$ cat src/rtl/vga_pkg.sv
// rtl/vga_pkg.sv - shared VGA/glyph constants, colour values and scan FSM state type
// Contents: active-area geometry, glyph cell size, 12-bit RGB constants,
// glyph_row_t (one 16-pixel ROM row, bit 0 = leftmost), scan_state_t.
package vga_pkg;

  localparam int H_ACTIVE = 640;
  localparam int V_ACTIVE = 480;
  localparam int GLYPH_W  = 16;
  localparam int GLYPH_H  = 16;

  localparam logic [11:0] RGB_BLACK = 12'h000;
  localparam logic [11:0] RGB_WHITE = 12'hFFF;

  typedef logic [GLYPH_W-1:0] glyph_row_t;

  typedef enum logic {
    ST_IDLE  = 1'b0,
    ST_SHIFT = 1'b1
  } scan_state_t;

endpackage

$ cat src/rtl/glyph_scanout_if.sv
// rtl/glyph_scanout_if.sv - timing/ROM/pixel signal bundle for one glyph scanout instance
// Signals: pixel_tick, hc, vc, vidon and rom_data flow into the scanout;
// rom_addr, pix_on, rgb and busy flow out. slave = the scanout block,
// master = the VGA timing / ROM / mixer side.
interface glyph_scanout_if;
  import vga_pkg::*;

  logic        pixel_tick;
  logic [9:0]  hc;
  logic [9:0]  vc;
  logic        vidon;
  logic [3:0]  rom_addr;
  glyph_row_t  rom_data;
  logic        pix_on;
  logic [11:0] rgb;
  logic        busy;

  modport master (
    output pixel_tick, hc, vc, vidon, rom_data,
    input  rom_addr, pix_on, rgb, busy
  );

  modport slave (
    input  pixel_tick, hc, vc, vidon, rom_data,
    output rom_addr, pix_on, rgb, busy
  );

endinterface

$ cat src/rtl/glyph_shifter.sv
// rtl/glyph_shifter.sv - glyph row shift register with column and magnification counters
// Ports: clk, rst_n (async, active low); load_i latches data_i and clears the
// counters; advance_i steps one output tick; abort_i clears everything.
// bit_o is the pixel currently at the head of the row, last_o flags the final
// tick of the row (col 15, last sub-step).
module glyph_shifter
  import vga_pkg::*;
#(
  parameter int SCALE = 1
) (
  input  logic       clk,
  input  logic       rst_n,
  input  logic       load_i,
  input  logic       advance_i,
  input  logic       abort_i,
  input  glyph_row_t data_i,
  output logic       bit_o,
  output logic       last_o
);

  localparam int SUB_W = (SCALE > 1) ? $clog2(SCALE) : 1;
  localparam logic [SUB_W-1:0] SUB_MAX = SUB_W'(SCALE - 1);

  glyph_row_t       shreg_q, shreg_d;
  logic [3:0]       col_q, col_d;
  logic [SUB_W-1:0] sub_q, sub_d;

  always_comb begin
    shreg_d = shreg_q;
    col_d   = col_q;
    sub_d   = sub_q;
    if (abort_i) begin
      shreg_d = '0;
      col_d   = '0;
      sub_d   = '0;
    end else if (load_i) begin
      shreg_d = data_i;
      col_d   = '0;
      sub_d   = '0;
    end else if (advance_i) begin
      // Each glyph pixel is repeated SCALE times before the next one moves to bit 0.
      if (sub_q == SUB_MAX) begin
        sub_d   = '0;
        shreg_d = shreg_q >> 1;
        col_d   = col_q + 4'd1;
      end else begin
        sub_d = sub_q + 1'b1;
      end
    end
  end

  always_ff @(posedge clk or negedge rst_n) begin
    if (!rst_n) begin
      shreg_q <= '0;
      col_q   <= '0;
      sub_q   <= '0;
    end else begin
      shreg_q <= shreg_d;
      col_q   <= col_d;
      sub_q   <= sub_d;
    end
  end

  assign bit_o  = shreg_q[0];
  assign last_o = (col_q == 4'd15) && (sub_q == SUB_MAX);

endmodule

$ cat src/rtl/glyph_scanout.sv
// rtl/glyph_scanout.sv - reads one glyph ROM row per line and serializes it into RGB pixels
// Ports: clk, rst_n (async, active low); bus (slave) carries pixel_tick, hc, vc,
// vidon, rom_data in and rom_addr (combinational), pix_on, rgb, busy (registered) out.
// Parameters: X0/Y0 glyph box origin (X0 >= 1), SCALE magnification (1/2/4),
// FG_COLOR/BG_COLOR output colours.
module glyph_scanout
  import vga_pkg::*;
#(
  parameter int          X0       = 100,
  parameter int          Y0       = 50,
  parameter int          SCALE    = 1,
  parameter logic [11:0] FG_COLOR = 12'hFFF,
  parameter logic [11:0] BG_COLOR = 12'h000
) (
  input logic             clk,
  input logic             rst_n,
  glyph_scanout_if.slave  bus
);

  localparam logic [10:0] ROW_LO    = 11'(Y0);
  localparam logic [10:0] ROW_HI    = 11'(Y0 + GLYPH_H * SCALE);
  localparam int          ROW_SHIFT = $clog2(SCALE);
  // Loading one pixel early lets the first glyph pixel appear on the hc==X0 tick.
  localparam logic [9:0]  HC_LOAD   = 10'(X0 - 1);

  scan_state_t state_q, state_d;
  logic        pix_on_q, pix_on_d;
  logic [11:0] rgb_q, rgb_d;
  logic        busy_q, busy_d;

  logic       in_rows;
  logic [9:0] rel_row;
  logic       sh_load, sh_advance, sh_abort;
  logic       sh_bit, sh_last;

  assign in_rows = bus.vidon && ({1'b0, bus.vc} >= ROW_LO) && ({1'b0, bus.vc} < ROW_HI);
  assign rel_row = bus.vc - 10'(Y0);
  assign bus.rom_addr = in_rows ? 4'(rel_row >> ROW_SHIFT) : 4'd0;

  glyph_shifter #(
    .SCALE (SCALE)
  ) u_shifter (
    .clk       (clk),
    .rst_n     (rst_n),
    .load_i    (sh_load),
    .advance_i (sh_advance),
    .abort_i   (sh_abort),
    .data_i    (bus.rom_data),
    .bit_o     (sh_bit),
    .last_o    (sh_last)
  );

  always_comb begin
    state_d    = state_q;
    pix_on_d   = pix_on_q;
    rgb_d      = rgb_q;
    busy_d     = busy_q;
    sh_load    = 1'b0;
    sh_advance = 1'b0;
    sh_abort   = 1'b0;
    if (bus.pixel_tick) begin
      unique case (state_q)
        ST_IDLE: begin
          pix_on_d = 1'b0;
          rgb_d    = bus.vidon ? BG_COLOR : RGB_BLACK;
          busy_d   = 1'b0;
          if (in_rows && (bus.hc == HC_LOAD)) begin
            sh_load = 1'b1;
            busy_d  = 1'b1;
            state_d = ST_SHIFT;
          end
        end
        ST_SHIFT: begin
          if (!bus.vidon) begin
            // Blanking mid-row discards the rest of the row; it is not resumed.
            sh_abort = 1'b1;
            pix_on_d = 1'b0;
            rgb_d    = RGB_BLACK;
            busy_d   = 1'b0;
            state_d  = ST_IDLE;
          end else begin
            sh_advance = 1'b1;
            pix_on_d   = sh_bit;
            rgb_d      = sh_bit ? FG_COLOR : BG_COLOR;
            if (sh_last) begin
              busy_d  = 1'b0;
              state_d = ST_IDLE;
            end
          end
        end
        default: state_d = ST_IDLE;
      endcase
    end
  end

  always_ff @(posedge clk or negedge rst_n) begin
    if (!rst_n) begin
      state_q  <= ST_IDLE;
      pix_on_q <= 1'b0;
      rgb_q    <= RGB_BLACK;
      busy_q   <= 1'b0;
    end else begin
      state_q  <= state_d;
      pix_on_q <= pix_on_d;
      rgb_q    <= rgb_d;
      busy_q   <= busy_d;
    end
  end

  assign bus.pix_on = pix_on_q;
  assign bus.rgb    = rgb_q;
  assign bus.busy   = busy_q;

endmodule
$ cat src/flat_wrapper.sv
// flat-port wrapper written by rule: the top's interface ports become plain ports
module glyph_scanout_flat import vga_pkg::*;
#(
  parameter int          X0       = 100,
  parameter int          Y0       = 50,
  parameter int          SCALE    = 1,
  parameter logic [11:0] FG_COLOR = 12'hFFF,
  parameter logic [11:0] BG_COLOR = 12'h000
)
  (clk, rst_n, bus_pixel_tick, bus_hc, bus_vc, bus_vidon, bus_rom_data, bus_rom_addr, bus_pix_on, bus_rgb, bus_busy);
  glyph_scanout_if bus_i ();
  input logic clk;
  input logic rst_n;
  input wire logic [$bits(bus_i.pixel_tick)-1:0] bus_pixel_tick;
  input wire logic [$bits(bus_i.hc)-1:0] bus_hc;
  input wire logic [$bits(bus_i.vc)-1:0] bus_vc;
  input wire logic [$bits(bus_i.vidon)-1:0] bus_vidon;
  input wire logic [$bits(bus_i.rom_data)-1:0] bus_rom_data;
  output wire logic [$bits(bus_i.rom_addr)-1:0] bus_rom_addr;
  output wire logic [$bits(bus_i.pix_on)-1:0] bus_pix_on;
  output wire logic [$bits(bus_i.rgb)-1:0] bus_rgb;
  output wire logic [$bits(bus_i.busy)-1:0] bus_busy;
  assign bus_i.pixel_tick = bus_pixel_tick;
  assign bus_i.hc = bus_hc;
  assign bus_i.vc = bus_vc;
  assign bus_i.vidon = bus_vidon;
  assign bus_i.rom_data = bus_rom_data;
  assign bus_rom_addr = bus_i.rom_addr;
  assign bus_pix_on = bus_i.pix_on;
  assign bus_rgb = bus_i.rgb;
  assign bus_busy = bus_i.busy;
  glyph_scanout #(.X0(X0), .Y0(Y0), .SCALE(SCALE), .FG_COLOR(FG_COLOR), .BG_COLOR(BG_COLOR)) u_core (.clk(clk), .rst_n(rst_n), .bus(bus_i));
endmodule
$ cat config.mk
export PLATFORM = sky130hd
export DESIGN_NAME = glyph_scanout_flat
export DESIGN_NICKNAME = d
export VERILOG_FILES = /design/src/rtl/vga_pkg.sv /design/src/rtl/glyph_scanout_if.sv /design/src/rtl/glyph_shifter.sv /design/src/rtl/glyph_scanout.sv /design/src/flat_wrapper.sv
export SDC_FILE = /design/constraint.sdc
export NUM_CORES = 1
export LEC_CHECK = 0
export CAP_MARGIN = 20
export CORE_ASPECT_RATIO = 1.75
export CORE_MARGIN = 5
export CORE_UTILIZATION = 46
export CTS_CLUSTER_SIZE = 40
export DETAILED_ROUTE_END_ITERATION = 8
export GPL_ROUTABILITY_DRIVEN = 1
export PLACE_DENSITY = 0.85
export SLEW_MARGIN = 5
export SYNTH_ARGS = -nofsm -noshare
export SYNTH_HDL_FRONTEND = slang
export SYNTH_SLANG_ARGS = --single-unit
$ cat constraint.sdc
create_clock -name clk -period 6.35 [get_ports clk]
set_input_delay 1.27 -clock clk [delete_from_list [all_inputs] [get_ports clk]]
set_output_delay 1.27 -clock clk [all_outputs]
set_load 0.05 [all_outputs]
* After elaboration in Yosys (flattened, before gate mapping)
Index checks and enable logic that the tools add are counted.
** Storage, ports and cells
- Flip-flop bits (word level) :: 36
- Input port bits :: 40
- Logic and storage cells :: 58
** Cells by class
- Add/subtract/negate cells :: 3
- $lt $le $gt $ge :: 2
- Equal/unequal tests :: 4
- Muxes and demuxes :: 33
- Bitwise operators :: 2
- Reductions and logical operators :: 7
** Operator list (count)
- $mux W16 :: 4
- $mux W12 :: 2
- $pmux W12 S2 :: 1
- $mux W4 :: 5
- $mux W1 :: 18
- $eq A10 B7 Y1 const B :: 1
- $ge A10 B6 Y1 const B :: 1
- $lt A10 B7 Y1 const B :: 1
- $pmux W1 S2 :: 3
- $add A4 B1 Y4 const B :: 1
- $eq A4 B4 Y1 const B :: 1
- $logic_and A1 B1 Y1 :: 4
- $reduce_and A2 Y1 :: 2
- $sub A4 B2 Y4 const B :: 1
- $ne A3 B1 Y1 const B :: 1
- $ne A3 B3 Y1 const B :: 1
- $reduce_bool A3 Y1 :: 1
- $not A1 Y1 :: 2
- $add A1 B1 Y1 const B :: 1

* Depth between registers and ports, before layout
- Depth after elaboration :: 9
- Depth in mapped cells :: 6
- Mapped depth without buffers :: 5

* Modules after synthesis
Synthesis repeated with hierarchy kept, for this count alone.
** Second synthesis, totals
- Cells, all modules :: 134
- Area total of the unflattened synthesis :: 1452.6 µm²
** Modules (own cells, without submodules)
- glyph_shifter :: instances 1, cells each 90, area each 1047.3 µm², seq. area each 500.5 µm²
- glyph_scanout :: instances 1, cells each 44, area each 405.4 µm², seq. area each 75.1 µm²

* Worst setup path after synthesis
OpenSTA, ideal clock, no wires.
- Path type :: input-to-output
- From :: in bus_vc[7]
- To :: out bus_rom_addr[3]
- Arrival time :: 3098 ps
- Data required time :: 5080 ps
- Setup slack :: 1982 ps
- Cell stages on the path :: 5
- Path buffers :: 2
- Path through :: or4b_1 > buf_2 > clkbuf_1 > or2_2 > nor2_1
** Between the ends
- Cells in the longest elaborated chain, start to end :: 4
** Ends and longest elaborated chain
- start, declared :: RTL line flat_wrapper.sv:16 : input wire logic [$bits(bus_i.vc)-1:0] bus_vc;
- $ge A10 B6 Y1 :: RTL line glyph_scanout.sv:36 : assign in_rows = bus.vidon && ({1'b0, bus.vc} >= ROW_LO) && ({1'b0, bus.vc} < ROW_HI);
- $logic_and A1 B1 Y1 :: RTL line glyph_scanout.sv:36
- $logic_and A1 B1 Y1 * :: RTL line glyph_scanout.sv:36
- $mux W4 * :: RTL line glyph_scanout.sv:38 : assign bus.rom_addr = in_rows ? 4'(rel_row >> ROW_SHIFT) : 4'd0;
- end, declared :: RTL line flat_wrapper.sv:19 : output wire logic [$bits(bus_i.rom_addr)-1:0] bus_rom_addr;
Mark *: on every way between the ends. The rest lies on a longest branch, timed or not.

* Final worst setup path
- From :: in bus_vidon
- To :: out bus_rom_addr[3]
** Between the ends
- Cells in the longest elaborated chain, start to end :: 3
** Ends and longest elaborated chain
- start, declared :: RTL line flat_wrapper.sv:17 : input wire logic [$bits(bus_i.vidon)-1:0] bus_vidon;
- $logic_and A1 B1 Y1 (2 in a row) :: RTL line glyph_scanout.sv:36
- $mux W4 :: RTL line glyph_scanout.sv:38
No other way between the ends.

==> results.yml <==
placed_design:
  portBuffers: 57
  dp_cells: 239
  hpwl_um: 2890
  routabilityCongestion: 0.791
timing:
  fin_crit_sh_pct: 79.9
  skew_ns: 0.00219
  tightest_slew_ns: 0.636
  final_hold_viol_count: 0
  fin_crit_ns: 5.08
  fin_tns_setup_ns: 0
  fmax_mhz: 197
  rsz0062_at_grt: "false"
  max-slew-margin-rel_pct: 57.6
  slew_viol_final: 0
  setup_viol: 0
grt:
  grt_antenna_before_repair: 0
  grt_pass1_wl_um: 6060
  gr-total-overflow: 0
  grt_use_total_pct: 17.6
  grt_start_max_net_pins: 24
  grt_pass1_vias: 1446
critical_path:
  crit_fanout: 19
  timing.critical_path.mode_cell: "clkdlybuf4s50_1"
  path_buf_inv: 3
  crit_path_end_kind: "output port"
  crit_family: "buffers and inverters"
  slowest_delay_ns: 0.83
  start_kind: "input pin"
  critPathKind: "input pin to output port"
  cp.required_ns: 5.08
  cp_slowest_cell: "clkdlybuf4s50_1"
  cp_cell_sequence: "clkdlybuf4s50_1, or4b_1, buf_4, or2_2, nor2_1, clkdlybuf4s50_1"
  arrival_ns: 3.81
synth:
  synth-adder-area-share_pct: 1.75
  yosysUniqueCellTypes: 32
  muxShareOfSynthArea_pct: 2.10
  synth_top_family_by_area: "compound AO/OA/AOI/OAI gates"
  synth_compound_area_share_pct: 23.0
  synth-simple-area-share_pct: 16.4
  ys_ff_latch: 23
  syn_area_um2: 1430
  synth_xor_area_share_pct: 0.613
  synth-edff-count: 0
  seq_area_frac_synth_pct: 40.3
  syn_nets: 202
  synth_area_per_cell_um2: 8.93
  ys_async_sr_fraction_pct: 100
  synthesis.instances: 160
  synth_warnings: 0
  synth_ff_type: "dfrtp_1"
clock_tree:
  holdBufCountCts: 0
  cts_tree: "done"
  clk_pin_slew_worst_paths_ns: 0.08
  clock-sinks: 23
  cts_setup_buffers: 0
  cts_resized: 0
  clock_latency_ns: 0.26
  cts-buffers-inserted: 3
  cts_root_buf: "clkbuf_8"
  cts_buffer_depth: 2
  htreeDepth: 1
floorplanning:
  die_area_um2: 4360
  rows: 26
  fp.dieW_um: 52.1
  dieHeight_um: 83.7
  core_area_um2: 2960
  start_util_pct: 48.3
  ios: 58
flow_run:
  maxCapViolCount: 0
route:
  drc: 0
  num_vias: 1375
  drtIter0Drc: 58
  firstDrtPassIters: 4
  route.detailed.wl_per_inst_um: 15.4
  viasPerCell: 5.64
  drtAntennaViolNets: 0
  drt_wl_total_um: 3760
cells_and_area:
  fill_cells: 244
  stdcell_count: 244
  area_delta_synth_final_pct: 38.5
  diodes: 0
  drive_above_1_share_pct: 3.96
  final_nets: 245
hold_path:
  min_path_type: "flip-flop to flip-flop"
pwr:
  powerDensity_nw_per_um2: 140
  power_leakage_nw: 0.867
  vdd_drop_max_mv: 0.118
run_status:
  status: "complete, no violations"
-- cells in the final DEF (no fill, tap or decap) --
cell	synthesis	routed
a21o_1	1	1
a22o_1	1	1
a22oi_1	1	1
a32oi_1	2	2
and3_1	1	1
and3b_1	1	1
buf_4	12	2
buf_6	2	1
clkbuf_1	7	1
clkbuf_8	0	3
clkdlybuf4s50_1	0	57
dfrtp_1	23	23
ha_1	2	2
inv_1	22	22
mux2i_1	3	3
nand2_1	19	19
nand2b_1	4	4
nand3_1	5	5
nand3b_1	1	1
nand4_1	1	1
nor2_1	5	5
nor3_1	2	2
nor3b_1	1	1
nor4bb_1	2	2
o211ai_1	15	15
o21ai_0	3	3
o21ai_1	1	1
o311ai_0	16	16
o31ai_1	2	2
or2_2	1	1
or4_4	1	1
or4b_1	1	1
xnor2_1	1	1
-- report_power, final --
group	switching [mW]	internal, mW	leakage (nW)
clock network	0.0447	0.0447	0.0228
registers	0.0000118	0.146	0.301
logic	0.0146	0.0260	0.543
total	0.0593	0.217	0.867
-- cells by family (layout without fill, tap and decap cells) --
logic type / Yosys count / in the layout
DFF: 23 / 23
buffers and inverters: 44 / 86
AOI/OAI and AO/OA: 42 / 42
and+or+nand+nor: 45 / 45
adders and majority gates: 2 / 2
muxes: 3 / 3
xor gates and xnor gates: 1 / 1
-- tightest hold or removal path: cells and delay by family, from the launching register on --
family | cells | cell delay [ns]
simple gates | 1 | 0.05
compound gates | 1 | 0.07
flops | 1 | 0.34
-- worst paths after layout --
kind	to	cells past startpoint	slack, ns	start
setup / recovery	bus_rom_addr[3]	6	1.27	bus_vidon
hold / removal	u_core.u_shifter.shreg_q[14]	2	0.50	u_core.u_shifter.shreg_q[15]
setup reg to reg	u_core.u_shifter.shreg_q[10]	3	4.76	u_core.state_q
hold reg to reg	u_core.u_shifter.shreg_q[14]	2	0.50	u_core.u_shifter.shreg_q[15]
max in group asynchronous	u_core.bus.busy	2	4.58	rst_n
min in group asynchronous	u_core.u_shifter.shreg_q[4]	1	1.30	rst_n
-- synthesized netlist by cell type, types with 2 or more instances --
master    count  area [um^2]
nor2_1        5         18.8
clkbuf_1      7         26.3
nor4bb_1      2         20.0
inv_1        22         82.6
a32oi_1       2         17.5
nand2_1      19         71.3
nand3_1       5         25.0
o311ai_0     16          140
nor3_1        2         10.0
o21ai_0       3         15.0
ha_1          2         25.0
o31ai_1       2         15.0
o211ai_1     15          113
mux2i_1       3         30.0
nand2b_1      4         25.0
dfrtp_1      23          576
buf_4        12         90.1
buf_6         2         22.5
-- cell type report --
cell class / count / area (um^2) / area share, %
multi-input combinational: 93 / 627 / 31.7
timing repair buffer: 60 / 597 / 30.2
sequential: 23 / 576 / 29.1
inverter: 22 / 82.6 / 4.17
tap: 42 / 52.6 / 2.65
clock buffer: 4 / 45.0 / 2.28
-- routing by layer --
| layer | track usage [%] | up-vias | part of all wire (%) |
|---|---|---|---|
| li1 | - | 646 | - |
| met3 | 2.86 | 8 | 5.8 |
| met4 | 9.77 | 0 | 1.6 |
| met1 | 18.6 | 664 | 33 |
| met2 | 31.5 | 57 | 59 |
| met5 | 0 | - | 0 |
-- metrics by stage --
stage               power [mW]  hold WS [ns]  worst slack [ns]  utilization, %  area, um^2
global placement         0.188         0.467              1.36            65.0        1920
detailed placement       0.189         0.482              1.30            65.0        1920
global route             0.289         0.513              1.18            66.9        1980
CTS                      0.279         0.501              1.29            66.5        1970
finish                   0.276         0.495              1.27            66.9        1980
floorplan                0.159         0.460              1.98               -        1430
-- flip-flops by register name (all words and copies together), names as in the netlist --
name and count:
u_core.u_shifter.shreg_q 16, u_core.state_q 1, u_core.u_shifter.col_q 4, u_core.bus.rgb 1, u_core.bus.busy 1
Note: power is estimated with default switching activity, not from simulation.
